$ cat config.mk
export PLATFORM = sky130hd
export DESIGN_NAME = layer_datapath_flat
export DESIGN_NICKNAME = d
export VERILOG_FILES = /design/src/rtl/layer_pkg.sv /design/src/rtl/layer_datapath_if.sv /design/src/rtl/layer_datapath_relu_sat.sv /design/src/rtl/layer_datapath.sv /design/src/flat_wrapper.sv
export SDC_FILE = /design/constraint.sdc
export NUM_CORES = 1
export LEC_CHECK = 0
export ABC_AREA = 1
export BUFFER_PORTS_ARGS = -buffer_cell sky130_fd_sc_hd__buf_2
export CAP_MARGIN = 25
export CORE_ASPECT_RATIO = 0.6
export CORE_MARGIN = 1.5
export CORE_UTILIZATION = 45
export DETAILED_ROUTE_END_ITERATION = 8
export PLACE_DENSITY = 0.72
export SLEW_MARGIN = 20
export SYNTH_ARGS = -nofsm -noshare
export SYNTH_HDL_FRONTEND = slang
export SYNTH_SLANG_ARGS = --single-unit
$ cat constraint.sdc
create_clock -name clk -period 21.1 [get_ports clk]
set_clock_uncertainty 0.15 [all_clocks]
set_input_delay 1.055 -clock clk [delete_from_list [all_inputs] [get_ports clk]]
set_output_delay 1.055 -clock clk [all_outputs]
set_load 0.005 [all_outputs]
$ cat src/rtl/layer_pkg.sv
// Shared definitions for the layer datapath: FSM state codes, accumulator
// sizing and the activation saturation bounds.
package layer_pkg;

    localparam int STATE_W = 3;

    localparam logic [STATE_W-1:0] ST_IDLE  = 3'd0;
    localparam logic [STATE_W-1:0] ST_FETCH = 3'd1;
    localparam logic [STATE_W-1:0] ST_MAC   = 3'd2;
    localparam logic [STATE_W-1:0] ST_BIAS  = 3'd3;
    localparam logic [STATE_W-1:0] ST_ACT   = 3'd4;
    localparam logic [STATE_W-1:0] ST_DONE  = 3'd5;

    localparam int SAT_MIN = 0;

    // Wide enough for NO_IPN full-scale products plus one sign-extended bias.
    function automatic int acc_width(input int dw, input int ipn);
        return 2 * dw + $clog2(ipn) + 1;
    endfunction

    function automatic int sat_max(input int dw);
        return (1 << (dw - 1)) - 1;
    endfunction

endpackage

$ cat src/rtl/layer_datapath_if.sv
// Read port between the layer datapath (master) and the input/weight memory (slave).
interface layer_datapath_if #(
    parameter int NO_NPL = 4,
    parameter int NO_IPN = 4,
    parameter int DW     = 8
);
    import layer_pkg::*;

    logic                         mem_req;
    logic [$clog2(NO_IPN):0]      mem_addr;
    logic                         mem_rvalid;
    logic [DW*(NO_NPL+1)-1:0]     mem_rdata;

    modport master (
        output mem_req,
        output mem_addr,
        input  mem_rvalid,
        input  mem_rdata
    );

    modport slave (
        input  mem_req,
        input  mem_addr,
        output mem_rvalid,
        output mem_rdata
    );

endinterface

$ cat src/rtl/layer_datapath_relu_sat.sv
// ReLU activation with saturation of a signed accumulator into [0, 2^(DW-1)-1].
module relu_sat
    import layer_pkg::*;
#(
    parameter int AW = 19,
    parameter int DW = 8
) (
    input  logic signed [AW-1:0] acc,
    output logic        [DW-1:0] y
);

    localparam logic signed [AW-1:0] MAX_V = AW'(sat_max(DW));
    localparam logic signed [AW-1:0] MIN_V = AW'(SAT_MIN);

    always_comb begin
        if (acc < MIN_V) begin
            y = MIN_V[DW-1:0];
        end else if (acc > MAX_V) begin
            y = MAX_V[DW-1:0];
        end else begin
            y = acc[DW-1:0];
        end
    end

endmodule

$ cat src/rtl/layer_datapath.sv
// One neural-network layer: fetch inputs and weights, multiply-accumulate,
// add biases and apply a saturating ReLU, stepped by controller strobes.
module layer_datapath
    import layer_pkg::*;
#(
    parameter int NO_NPL = 4,
    parameter int NO_IPN = 4,
    parameter int DW     = 8
) (
    input  logic                   clk,
    input  logic                   rst,
    input  logic                   arb_en,
    input  logic                   mac_en,
    input  logic                   bias_add_en,
    input  logic                   act_fn_en,
    layer_datapath_if.master       mem,
    input  logic [DW*NO_NPL-1:0]   bias_data,
    output logic [DW*NO_NPL-1:0]   out_data,
    output logic                   out_valid,
    output logic                   seq_err
);

    localparam int AW = acc_width(DW, NO_IPN);
    localparam int CW = $clog2(NO_IPN) + 1;
    localparam int NW = $clog2(NO_NPL) + 1;

    logic [STATE_W-1:0]   state_q, state_d;
    logic [CW-1:0]        req_cnt_q, req_cnt_d;
    logic [CW-1:0]        rsp_cnt_q, rsp_cnt_d;
    logic [CW-1:0]        mac_idx_q, mac_idx_d;
    logic [NW-1:0]        node_idx_q, node_idx_d;
    logic signed [DW-1:0] x_buf_q [NO_IPN];
    logic signed [DW-1:0] x_buf_d [NO_IPN];
    logic signed [DW-1:0] w_buf_q [NO_IPN][NO_NPL];
    logic signed [DW-1:0] w_buf_d [NO_IPN][NO_NPL];
    logic signed [AW-1:0] acc_q [NO_NPL];
    logic signed [AW-1:0] acc_d [NO_NPL];
    logic [DW*NO_NPL-1:0] out_data_q, out_data_d;
    logic                 seq_err_q, seq_err_d;

    logic                   mem_req;
    logic signed [DW-1:0]   mac_x;
    logic signed [DW-1:0]   mac_w [NO_NPL];
    logic signed [2*DW-1:0] prod [NO_NPL];
    logic signed [DW-1:0]   bias_sel;
    logic signed [AW-1:0]   act_in;
    logic [DW-1:0]          act_out;

    relu_sat #(.AW(AW), .DW(DW)) u_relu_sat (
        .acc (act_in),
        .y   (act_out)
    );

    assign mem_req      = (state_q == ST_FETCH) && (req_cnt_q < CW'(NO_IPN));
    assign mem.mem_req  = mem_req;
    assign mem.mem_addr = mem_req ? req_cnt_q : '0;
    assign out_data     = out_data_q;
    assign out_valid    = (state_q == ST_DONE);
    assign seq_err      = seq_err_q;

    // Operand selection by the current MAC index and node index.
    always_comb begin
        mac_x    = '0;
        mac_w    = '{default: '0};
        bias_sel = '0;
        act_in   = '0;
        for (int i = 0; i < NO_IPN; i++) begin
            if (mac_idx_q == CW'(i)) begin
                mac_x = x_buf_q[i];
                for (int n = 0; n < NO_NPL; n++) mac_w[n] = w_buf_q[i][n];
            end
        end
        for (int n = 0; n < NO_NPL; n++) begin
            if (node_idx_q == NW'(n)) begin
                bias_sel = bias_data[n*DW +: DW];
                act_in   = acc_q[n];
            end
        end
        for (int n = 0; n < NO_NPL; n++) prod[n] = mac_x * mac_w[n];
    end

    always_comb begin
        state_d    = state_q;
        req_cnt_d  = req_cnt_q;
        rsp_cnt_d  = rsp_cnt_q;
        mac_idx_d  = mac_idx_q;
        node_idx_d = node_idx_q;
        x_buf_d    = x_buf_q;
        w_buf_d    = w_buf_q;
        acc_d      = acc_q;
        out_data_d = out_data_q;
        seq_err_d  = seq_err_q;

        // Strobes arriving outside their own phase are dropped but remembered.
        if (arb_en && (state_q != ST_IDLE) && (state_q != ST_DONE)) seq_err_d = 1'b1;
        if (mac_en && (state_q != ST_MAC))                          seq_err_d = 1'b1;
        if (bias_add_en && (state_q != ST_BIAS))                    seq_err_d = 1'b1;
        if (act_fn_en && (state_q != ST_ACT))                       seq_err_d = 1'b1;
        if (mem.mem_rvalid && ((state_q != ST_FETCH) || (rsp_cnt_q >= CW'(NO_IPN))))
            seq_err_d = 1'b1;

        if (mem_req) req_cnt_d = req_cnt_q + 1'b1;

        case (state_q)
            ST_IDLE, ST_DONE: begin
                if (arb_en) begin
                    state_d    = ST_FETCH;
                    req_cnt_d  = '0;
                    rsp_cnt_d  = '0;
                    mac_idx_d  = '0;
                    node_idx_d = '0;
                    acc_d      = '{default: '0};
                end
            end
            ST_FETCH: begin
                if (mem.mem_rvalid && (rsp_cnt_q < CW'(NO_IPN))) begin
                    for (int i = 0; i < NO_IPN; i++) begin
                        if (rsp_cnt_q == CW'(i)) begin
                            x_buf_d[i] = mem.mem_rdata[DW-1:0];
                            for (int n = 0; n < NO_NPL; n++)
                                w_buf_d[i][n] = mem.mem_rdata[(n+1)*DW +: DW];
                        end
                    end
                    rsp_cnt_d = rsp_cnt_q + 1'b1;
                    if (rsp_cnt_q == CW'(NO_IPN - 1)) state_d = ST_MAC;
                end
            end
            ST_MAC: begin
                if (mac_en) begin
                    for (int n = 0; n < NO_NPL; n++)
                        acc_d[n] = acc_q[n] + {{(AW-2*DW){prod[n][2*DW-1]}}, prod[n]};
                    mac_idx_d = mac_idx_q + 1'b1;
                    if (mac_idx_q == CW'(NO_IPN - 1)) begin
                        state_d    = ST_BIAS;
                        node_idx_d = '0;
                    end
                end
            end
            ST_BIAS: begin
                if (bias_add_en) begin
                    for (int n = 0; n < NO_NPL; n++)
                        if (node_idx_q == NW'(n))
                            acc_d[n] = acc_q[n] + {{(AW-DW){bias_sel[DW-1]}}, bias_sel};
                    node_idx_d = node_idx_q + 1'b1;
                    if (node_idx_q == NW'(NO_NPL - 1)) begin
                        state_d    = ST_ACT;
                        node_idx_d = '0;
                    end
                end
            end
            ST_ACT: begin
                if (act_fn_en) begin
                    for (int n = 0; n < NO_NPL; n++)
                        if (node_idx_q == NW'(n)) out_data_d[n*DW +: DW] = act_out;
                    node_idx_d = node_idx_q + 1'b1;
                    if (node_idx_q == NW'(NO_NPL - 1)) state_d = ST_DONE;
                end
            end
            default: state_d = ST_IDLE;
        endcase
    end

    always_ff @(posedge clk or negedge rst) begin
        if (!rst) begin
            state_q    <= ST_IDLE;
            req_cnt_q  <= '0;
            rsp_cnt_q  <= '0;
            mac_idx_q  <= '0;
            node_idx_q <= '0;
            x_buf_q    <= '{default: '0};
            w_buf_q    <= '{default: '0};
            acc_q      <= '{default: '0};
            out_data_q <= '0;
            seq_err_q  <= 1'b0;
        end else begin
            state_q    <= state_d;
            req_cnt_q  <= req_cnt_d;
            rsp_cnt_q  <= rsp_cnt_d;
            mac_idx_q  <= mac_idx_d;
            node_idx_q <= node_idx_d;
            x_buf_q    <= x_buf_d;
            w_buf_q    <= w_buf_d;
            acc_q      <= acc_d;
            out_data_q <= out_data_d;
            seq_err_q  <= seq_err_d;
        end
    end

endmodule

$ cat src/flat_wrapper.sv
// flat-port wrapper written by rule: the top's interface ports become plain ports
module layer_datapath_flat import layer_pkg::*;
#(
    parameter int NO_NPL = 4,
    parameter int NO_IPN = 4,
    parameter int DW     = 8
)
  (clk, rst, arb_en, mac_en, bias_add_en, act_fn_en, bias_data, out_data, out_valid, seq_err, mem_mem_req, mem_mem_addr, mem_mem_rvalid, mem_mem_rdata);
  layer_datapath_if #(.NO_NPL(NO_NPL), .NO_IPN(NO_IPN), .DW(DW)) mem_i ();
  input  logic clk;
  input  logic rst;
  input  logic arb_en;
  input  logic mac_en;
  input  logic bias_add_en;
  input  logic act_fn_en;
  input  logic [DW*NO_NPL-1:0] bias_data;
  output logic [DW*NO_NPL-1:0] out_data;
  output logic out_valid;
  output logic seq_err;
  output wire logic [$bits(mem_i.mem_req)-1:0] mem_mem_req;
  output wire logic [$bits(mem_i.mem_addr)-1:0] mem_mem_addr;
  input wire logic [$bits(mem_i.mem_rvalid)-1:0] mem_mem_rvalid;
  input wire logic [$bits(mem_i.mem_rdata)-1:0] mem_mem_rdata;
  assign mem_mem_req = mem_i.mem_req;
  assign mem_mem_addr = mem_i.mem_addr;
  assign mem_i.mem_rvalid = mem_mem_rvalid;
  assign mem_i.mem_rdata = mem_mem_rdata;
  layer_datapath #(.NO_NPL(NO_NPL), .NO_IPN(NO_IPN), .DW(DW)) u_core (.clk(clk), .rst(rst), .arb_en(arb_en), .mac_en(mac_en), .bias_add_en(bias_add_en), .act_fn_en(act_fn_en), .mem(mem_i), .bias_data(bias_data), .out_data(out_data), .out_valid(out_valid), .seq_err(seq_err));
endmodule
==> flow_summary_export.csv, run 1 <==
group,metric,value,unit
finish,mostFrequentLayoutCells,"nand2_1 (746), inv_1 (704), nor2_1 (297), dfrtp_1 (284), fa_1 (224)",
setup_path,end_kind,"flop",
run_status,status,"completed",
synthesis,synth_top_area_share,25.25,%
clock_tree,htreeDepth,1,
synthesis,netlist_instances,3632,
floorplanning,die_y,196.7,um
synthesis,synthFlopType,"dfrtp_1",
finish,multi_input_area,17770,um^2
place,place_congestion,0.9951,
timing,fin_hold_ws,0.2480,ns
setup_path,worstPathArrival,8.91,ns
detailed_routing,via_per_inst,5.346,
grt,globalRouteTotalUtil,24.86,%
setup_path,critPathRequiredTime,21.46,ns
timing,fmax,117.0,MHz
clock_tree,cts_tree,"built",
finish,fill_cells,5914,
synthesis,synth.area.top_cells,"dfrtp_1 (25%), fa_1 (16%), nand2_1 (10%)",
finish,final_cells,4539,
clock_tree,holdBufCountCts,0,
finish,final_common_cell,"nand2_1",
place,dp.cells,4482,
finish,syn_to_final_growth,8.220,%
place,io_buffers,115,
synthesis,yosys_warnings,0,
detailed_routing,num_vias,24260,
synthesis,ys_types,54,
synthesis,synth_edf_count,0,
grt,grt_pass1_vias,23370,
timing,slew_headroom,22.02,%
detailed_routing,drc,0,
detailed_routing,routedWlPerCell,17.33,um
floorplanning,start_util,45.84,%
detailed_routing,drt-pass1-iter-count,6,
timing,tns,0,ns
synthesis,synthArstFlopShare,100.0,%
grt,grt_pass1_wl,127600,um
finish,nets,4201,
worst_hold_path,hold_path.class,"in -> async",
grt,grt_max_degree,94,
setup_path,critPathMaxStageDelay,0.79,ns
timing,setup-violations-final,0,
setup_path,path_class,"reg -> reg",
synthesis,ys_seq_area_share,25.25,%
synthesis,syn_nets,4145,
clock_tree,cts.clk_slew.worst_paths,0.07,ns
clock_tree,post_cts_buffers,0,
synthesis,synth_largest_area_cell,"dfrtp_1",
detailed_routing,ant_nets,0,
clock_tree,clk_path_buf_depth,3,
clock_tree,post_cts_resized,0,
finish,seqCellArea,7107,um^2
floorplanning,row_count,70,
synthesis,avgSynthCellArea,7.749,um^2
clock_tree,cts-root-buf,"clkbuf_16",
timing,period_needed,8.550,ns
detailed_routing,top_layer,"met5",
setup_path,cpMostUsedCell,"inv_1",
finish,final_layout_size_suffix_gt1_share,10.13,%
floorplanning,ios,117,
timing,hold_viol_final,0,
setup_path,slowest_stage,"fa_1",
clock_tree,clk_latency,0.63,ns
setup_path,critPathMaxFanout,40,
grt,overflow,0,
job,maxCapViolations,0,
detailed_routing,route.met2.wl,31730,um
place,place.detailed.hpwl,60340,um
detailed_routing,wl_met3,8312,um
detailed_routing,dr.first_iter.drc_count,2507,
timing,period_share,40.52,%
floorplanning,die_w,325.9,um
clock_tree,cts_buffers,30,
floorplanning,dieArea,64100,um^2
timing,drv_slew,0,
detailed_routing,wl,78650,um
timing,grt_setup_unrepaired,"no",
synthesis,ys_seq_elements,284,
timing,tightest_slew,1.160,ns
setup_path,start_kind,"flop",
clock_tree,clock_sinks,284,
detailed_routing,drt-met1-wl,37530,um
synthesis,syn-cell-area,28140,um^2
grt,antenna_found_initial,1,
floorplanning,coreArea,61400,um^2
[state kept, by name, indices dropped and copies added, names as in the netlist]
signal,count
u_core.state_q,3
u_core.mac_idx_q,3
u_core.node_idx_q,3
u_core.rsp_cnt_q,3
u_core.x_buf_q,32
u_core.req_cnt_q,3
u_core.acc_q,76
u_core.seq_err,1
u_core.w_buf_q,128
u_core.out_data,32
[cell type report]
type,count,share of cell area [%]
antenna,1,0.008216
multi-input combinational,2507,58.33
clock inverter,19,0.7805
timing repair buffer,137,2.543
clock buffer,35,2.592
inverter,728,9.013
sequential,284,23.33
tap,828,3.401
[worst paths after layout]
check	from	endpoint	slack [ns]	depth (start not counted)
min in group clk	u_core.out_data[31]	u_core.out_data[31]	0.32	2
worst min register to register	u_core.out_data[31]	u_core.out_data[31]	0.32	2
worst max register to register	u_core.mac_idx_q[1]	u_core.acc_q[37]	12.55	38
worst min-delay path	rst	u_core.acc_q[34]	0.25	1
worst max-delay path	u_core.mac_idx_q[1]	u_core.acc_q[37]	12.55	38
max in group asynchronous	rst	u_core.x_buf_q[12]	17.88	5
[cells by family (layout without fill, tap and decap cells)]
family | count (synthesis) | after routing | synth area share [%]
AO/OA/AOI/OAI | 624 | 624 | 13.15
XOR/XNOR | 49 | 49 | 1.525
adder cells (fa/ha/maj) | 434 | 434 | 25.27
buffers and inverters | 841 | 919 | 11.74
flip-flops | 284 | 284 | 25.25
multiplexers | 95 | 95 | 3.797
other | 1 | 2 | 0.01332
AND/OR/NAND/NOR | 1304 | 1304 | 19.26
[cell usage after synthesis (26+ instances only)]
master	number
nor3_1	26
xor2_1	27
o311ai_0	28
o211ai_1	35
dfrtp_1	284
fa_1	224
clkbuf_1	52
buf_2	45
o21ai_0	213
nand2_1	747
mux2_2	94
a21oi_1	175
ha_1	210
o22ai_1	38
nor2_1	300
nand3_1	142
and2_1	30
inv_1	704
[critical path, delay by kind of cell, from the launching register on]
kind	cells	cell delay (ns)
fa+ha+maj	7	3.10
flops	1	0.40
simple gates	16	2.25
buf+inv	12	2.05
compound gates	3	0.43
[routing by layer]
layer / GRT usage (%) / vias to the layer above
li1: - / 11620
met1: 37.88 / 11660
met2: 35.07 / 903
met3: 7.176 / 84
met4: 3.928 / 2
met5: 0 / -
[metrics by stage]
step                worst slack, ns  cell area, um^2  util (%)
floorplan                     14.40            28140         -
global placement              12.75            29380     47.86
detailed placement            12.66            29390     47.87
CTS                           12.63            30420     49.55
global route                  11.92            30460     49.60
finish                        12.55            30460     49.61
Power of run 1 is not shown: default switching activity piles up to over one toggle a cycle in this logic, so the estimate is an artifact.
==> run 2: changes to the inputs <==
==> constraint.sdc (replaced) <==
create_clock -name clk -period 8.75 [get_ports clk]
set_clock_uncertainty 0.15 [all_clocks]
set_input_delay 0.4375 -clock clk [delete_from_list [all_inputs] [get_ports clk]]
set_output_delay 0.4375 -clock clk [all_outputs]
set_load 0.005 [all_outputs]
==> flow_summary_export.csv, run 2 (same netlist as run 1, synthesis figures left out) <==
group,metric,value,unit
run_status,status,"completed",
place,pre_cts_slack,0.7989,ns
finish,syn_to_final_growth,10.36,%
detailed_routing,drt-pass1-iter-count,6,
clock_tree,clock_sinks,284,
place,io_buffers,115,
place,placed_area,29550,um^2
clock_tree,post_cts_buffers,0,
clock_tree,clk_path_buf_depth,3,
setup_path,end_kind,"flop",
floorplanning,dieArea,64100,um^2
detailed_routing,dr.first_iter.drc_count,2146,
clock_tree,clk_latency,0.61,ns
timing,period_share,92.82,%
finish,fin_area,31060,um^2
timing,tns,0,ns
setup_path,slowest_stage,"fa_1",
floorplanning,die_w,325.9,um
place,place.detailed.hpwl,61860,um
setup_path,worstPathArrival,8.47,ns
clock_tree,cts.clk_slew.worst_paths,0.07,ns
floorplanning,die_y,196.7,um
floorplanning,coreArea,61400,um^2
detailed_routing,drc,0,
timing,period_needed,8.122,ns
finish,largest_reg_flops,128,
grt,antenna_found_initial,0,
setup_path,path_class,"reg -> reg",
timing,fmax,123.1,MHz
grt,globalRouteTotalUtil,25.26,%
floorplanning,row_count,70,
timing,hold_viol_final,0,
timing,fin_ws,0.6283,ns
detailed_routing,via_per_inst,5.313,
finish,regMostFlops,"u_core.w_buf_q",
grt,grt_pass1_wl,129100,um
clock_tree,cts-root-buf,"clkbuf_16",
timing,tightest_slew,1.102,ns
timing,grt_setup_unrepaired,"no",
place,place_congestion,0.9832,
worst_hold_path,hold_path.class,"in -> reg",
finish,post-route-util,50.59,%
finish,multi_input_area,17770,um^2
grt,grt_max_degree,115,
setup_path,cpMostUsedCell,"inv_1",
finish,fill_cells,5798,
timing,slew_headroom,26.55,%
clock_tree,htreeDepth,1,
detailed_routing,ant_nets,0,
detailed_routing,num_vias,24410,
setup_path,critPathMaxFanout,35,
floorplanning,ios,117,
finish,reg_top3,"u_core.w_buf_q x128, u_core.acc_q x76",
grt,overflow,0,
detailed_routing,routedWlPerCell,17.39,um
finish,final_layout_size_suffix_gt1_share,10.43,%
setup_path,critPathRequiredTime,9.10,ns
clock_tree,cts_buffers,30,
detailed_routing,wl,79890,um
job,maxCapViolations,0,
finish,seqCellArea,7107,um^2
timing,setup-violations-final,0,
finish,nets,4257,
timing,drv_slew,0,
setup_path,critPathMaxStageDelay,0.78,ns
finish,diodes,0,
grt,grt_pass1_vias,23570,
floorplanning,start_util,45.84,%
clock_tree,cts_tree,"built",
finish,mostFrequentLayoutCells,"nand2_1 (746), inv_1 (704), nor2_1 (297), dfrtp_1 (284), fa_1 (224)",
finish,final_common_cell,"nand2_1",
setup_path,start_kind,"flop",
==> run 2: per-layer routing <==
layer	up-vias	track usage, %	wire length [um]
met5	-	0	0
met1	11590	39.17	38920
met2	1000	34.34	31100
met4	0	4.806	1365
li1	11730	-	-
met3	86	7.417	8506
==> run 2: path summary, 6_finish.rpt <==
path / from / end / slack (ns) / depth (start not counted)
setup / recovery: u_core.mac_idx_q[0] / u_core.acc_q[17] / 0.63 / 35
setup reg to reg: u_core.mac_idx_q[0] / u_core.acc_q[17] / 0.63 / 35
hold / removal: act_fn_en / u_core.seq_err / 0.04 / 3
hold reg to reg: u_core.out_data[31] / u_core.out_data[31] / 0.32 / 2
max in group asynchronous: rst / u_core.acc_q[69] / 6.26 / 4
min in group asynchronous: rst / u_core.acc_q[32] / 0.27 / 2
==> run 2: critical path: cells and delay by family (launching register included) <==
family	cells	cell delay, ns
simple gates	14	2.32
compound gates	5	0.85
flops	1	0.40
buf+inv	9	1.15
fa+ha+maj	7	3.10
==> run 2: cell type report <==
type                    instances  area share (%)
clock buffers                  40           2.796
multi-input cells            2507           57.20
clock inverters                15          0.7452
inverters                     728           8.838
well taps                     828           3.335
repair buffers                193           4.209
flip-flops and latches        284           22.88
==> run 2: what timing repair did <==
item,CTS,global route
resized for setup,0,0
endpoints found under the hold margin,260,0
hold buffers,41,0
==> run 2: through the flow <==
step,std cells,hold slack (ns)
finish,4595,0.03719
global route,4595,0.01120
CTS,4595,0.002475
detailed placement,4499,0.3012
global placement,4497,0.3002
floorplan,3632,-0.008091
Power of run 2 is left out for the same reason.
==> run 3: changes to the inputs <==
--- a/config.mk
+++ b/config.mk
@@ -10,9 +10,10 @@
 export CAP_MARGIN = 25
 export CORE_ASPECT_RATIO = 0.6
 export CORE_MARGIN = 1.5
-export CORE_UTILIZATION = 45
+export CORE_UTILIZATION = 55
 export DETAILED_ROUTE_END_ITERATION = 8
-export PLACE_DENSITY = 0.72
+export PLACE_DENSITY = 0.83
+export SETUP_SLACK_MARGIN = 0.05
 export SLEW_MARGIN = 20
 export SYNTH_ARGS = -nofsm -noshare
 export SYNTH_HDL_FRONTEND = slang
==> flow_summary_export.csv, run 3 (same netlist as run 1, synthesis figures left out) <==
group,metric,value,unit
run_status,status,"completed",
setup_path,critPathRequiredTime,9.06,ns
timing,fin_ws,0.6812,ns
grt,grt_pass1_vias,24280,
clock_tree,htreeDepth,1,
finish,mostFrequentLayoutCells,"nand2_1 (745), inv_1 (704), nor2_1 (297), dfrtp_1 (284), fa_1 (224)",
floorplanning,start_util,56.32,%
floorplanning,die_y,178.2,um
clock_tree,cts_buffers,29,
clock_tree,cts_tree,"built",
job,maxCapViolations,0,
setup_path,end_kind,"flop",
setup_path,crit_path_end,"u_core.acc_q[74]",
detailed_routing,drt-pass1-iter-count,5,
timing,grt_setup_unrepaired,"no",
setup_path,rr_worst_depth,34,
setup_path,ff2ff_setup_slack,0.68,ns
timing,slew_headroom,28.27,%
finish,syn_to_final_growth,9.038,%
place,place.detailed.hpwl,58490,um
finish,nets,4244,
grt,antenna_found_initial,2,
timing,tightest_slew,1.070,ns
timing,period_needed,8.069,ns
timing,fmax,123.9,MHz
grt,grt_pass1_wl,125500,um
detailed_routing,ant_nets,0,
finish,regMostFlops,"u_core.w_buf_q",
clock_tree,clk_latency,0.59,ns
floorplanning,ios,117,
place,pre_cts_slack,0.6626,ns
detailed_routing,routedWlPerCell,17.18,um
finish,final_layout_size_suffix_gt1_share,10.07,%
setup_path,start_kind,"flop",
clock_tree,clock_sinks,284,
place,io_buffers,115,
timing,hold_viol_final,0,
detailed_routing,dr.first_iter.drc_count,2348,
finish,final_common_cell,"nand2_1",
timing,setup-violations-final,0,
finish,largest_reg_flops,128,
setup_path,critPathMaxStageDelay,0.53,ns
finish,multi_input_area,17770,um^2
detailed_routing,num_vias,24710,
floorplanning,dieArea,52580,um^2
clock_tree,cts-root-buf,"clkbuf_16",
worst_hold_path,hold_path.class,"in -> reg",
detailed_routing,via_per_inst,5.569,
setup_path,path_class,"reg -> reg",
setup_path,slowest_stage,"a22oi_2",
finish,reg_top3,"u_core.w_buf_q x128, u_core.acc_q x76",
setup_path,r2r_end,"u_core.acc_q[74]",
place,place_congestion,0.9938,
setup_path,cpMostUsedCell,"nand2_1",
timing,tns,0,ns
floorplanning,coreArea,49980,um^2
grt,grt_max_degree,121,
clock_tree,cts.clk_slew.worst_paths,0.07,ns
detailed_routing,drc,0,
finish,fill_cells,4353,
timing,period_share,92.22,%
setup_path,r2r_start,"u_core.mac_idx_q[0]",
setup_path,critical_path.startpoint,"u_core.mac_idx_q[0]",
grt,overflow,0,
floorplanning,die_w,295.0,um
timing,drv_slew,0,
finish,seqCellArea,7107,um^2
detailed_routing,wl,76220,um
grt,globalRouteTotalUtil,29.92,%
floorplanning,row_count,63,
setup_path,critPathMaxFanout,17,
setup_path,worstPathArrival,8.38,ns
clock_tree,clk_path_buf_depth,3,
-- run 3: cell types whose count changed in the layout (fill, tap and decap cells not counted), moves of 2 or more --
cell        before  now
buf_12           2    0
buf_4           32   24
bufinv_16        5    3
clkinv_4         0    3
clkinv_8         2    0
clkinvlp_4       2    0
diode_2          0    2
-- run 3: layer usage --
layer	part of all wire, %	global-route usage [%]	wire [um]
met1	44	43.03	33910
met2	42	44.14	31910
met3	12	8.921	8827
met4	2.0	7.094	1494
met5	0.096	1.032	73
-- run 3: area by class of cell --
type | count | share of cell area [%]
multi-input cells | 2507 | 57.91
flip-flops and latches | 284 | 23.16
inverters | 728 | 8.949
repair buffers | 181 | 3.898
clock buffers | 41 | 2.805
well taps | 682 | 2.781
clock inverters | 11 | 0.4852
diodes | 2 | 0.01631
-- run 3: repair_timing --
| action | in CTS | in global routing |
|---|---|---|
| hold endpoints to repair | 245 | 0 |
| gates resized for setup | 0 | 3 |
| hold buffers | 40 | 0 |
| setup buffers | 0 | 0 |
| endpoints found under the setup margin | 0 | 4 |
-- run 3: how the worst min path moves through the flow --
stage                        start             endpoint  cells past startpoint
6_report         mem_mem_rdata[12]   u_core.w_buf_q[28]                      3
5_1_grt          mem_mem_rdata[12]   u_core.w_buf_q[60]                      2
4_1_cts          mem_mem_rdata[12]   u_core.w_buf_q[28]                      3
3_5_place_dp   u_core.out_data[19]  u_core.out_data[19]                      2
3_3_place_gp   u_core.out_data[31]  u_core.out_data[31]                      2
2_1_floorplan                  rst      u_core.acc_q[0]                      0
-- run 3: through the flow --
step                      utilization, %  cell area [um^2]  instances  hold WS [ns]
after floorplan                        -             28140       3632     -0.008091
after global placement             58.50             29230       4340        0.2999
after detailed placement           58.50             29230       4340        0.3111
after CTS                          61.32             30640       4432      0.004071
after global routing               61.40             30690       4435       0.03227
final                              61.41             30690       4436       0.01969
-- run 3: critical path: cells and delay by family, from the launching register on --
family | cells | cell delay [ns]
fa+ha+maj | 8 | 3.05
compound gates | 9 | 1.53
buf+inv | 7 | 1.47
simple gates | 9 | 1.17
flops | 1 | 0.39
xor+xnor | 1 | 0.14
Power of run 3 is left out for the same reason.
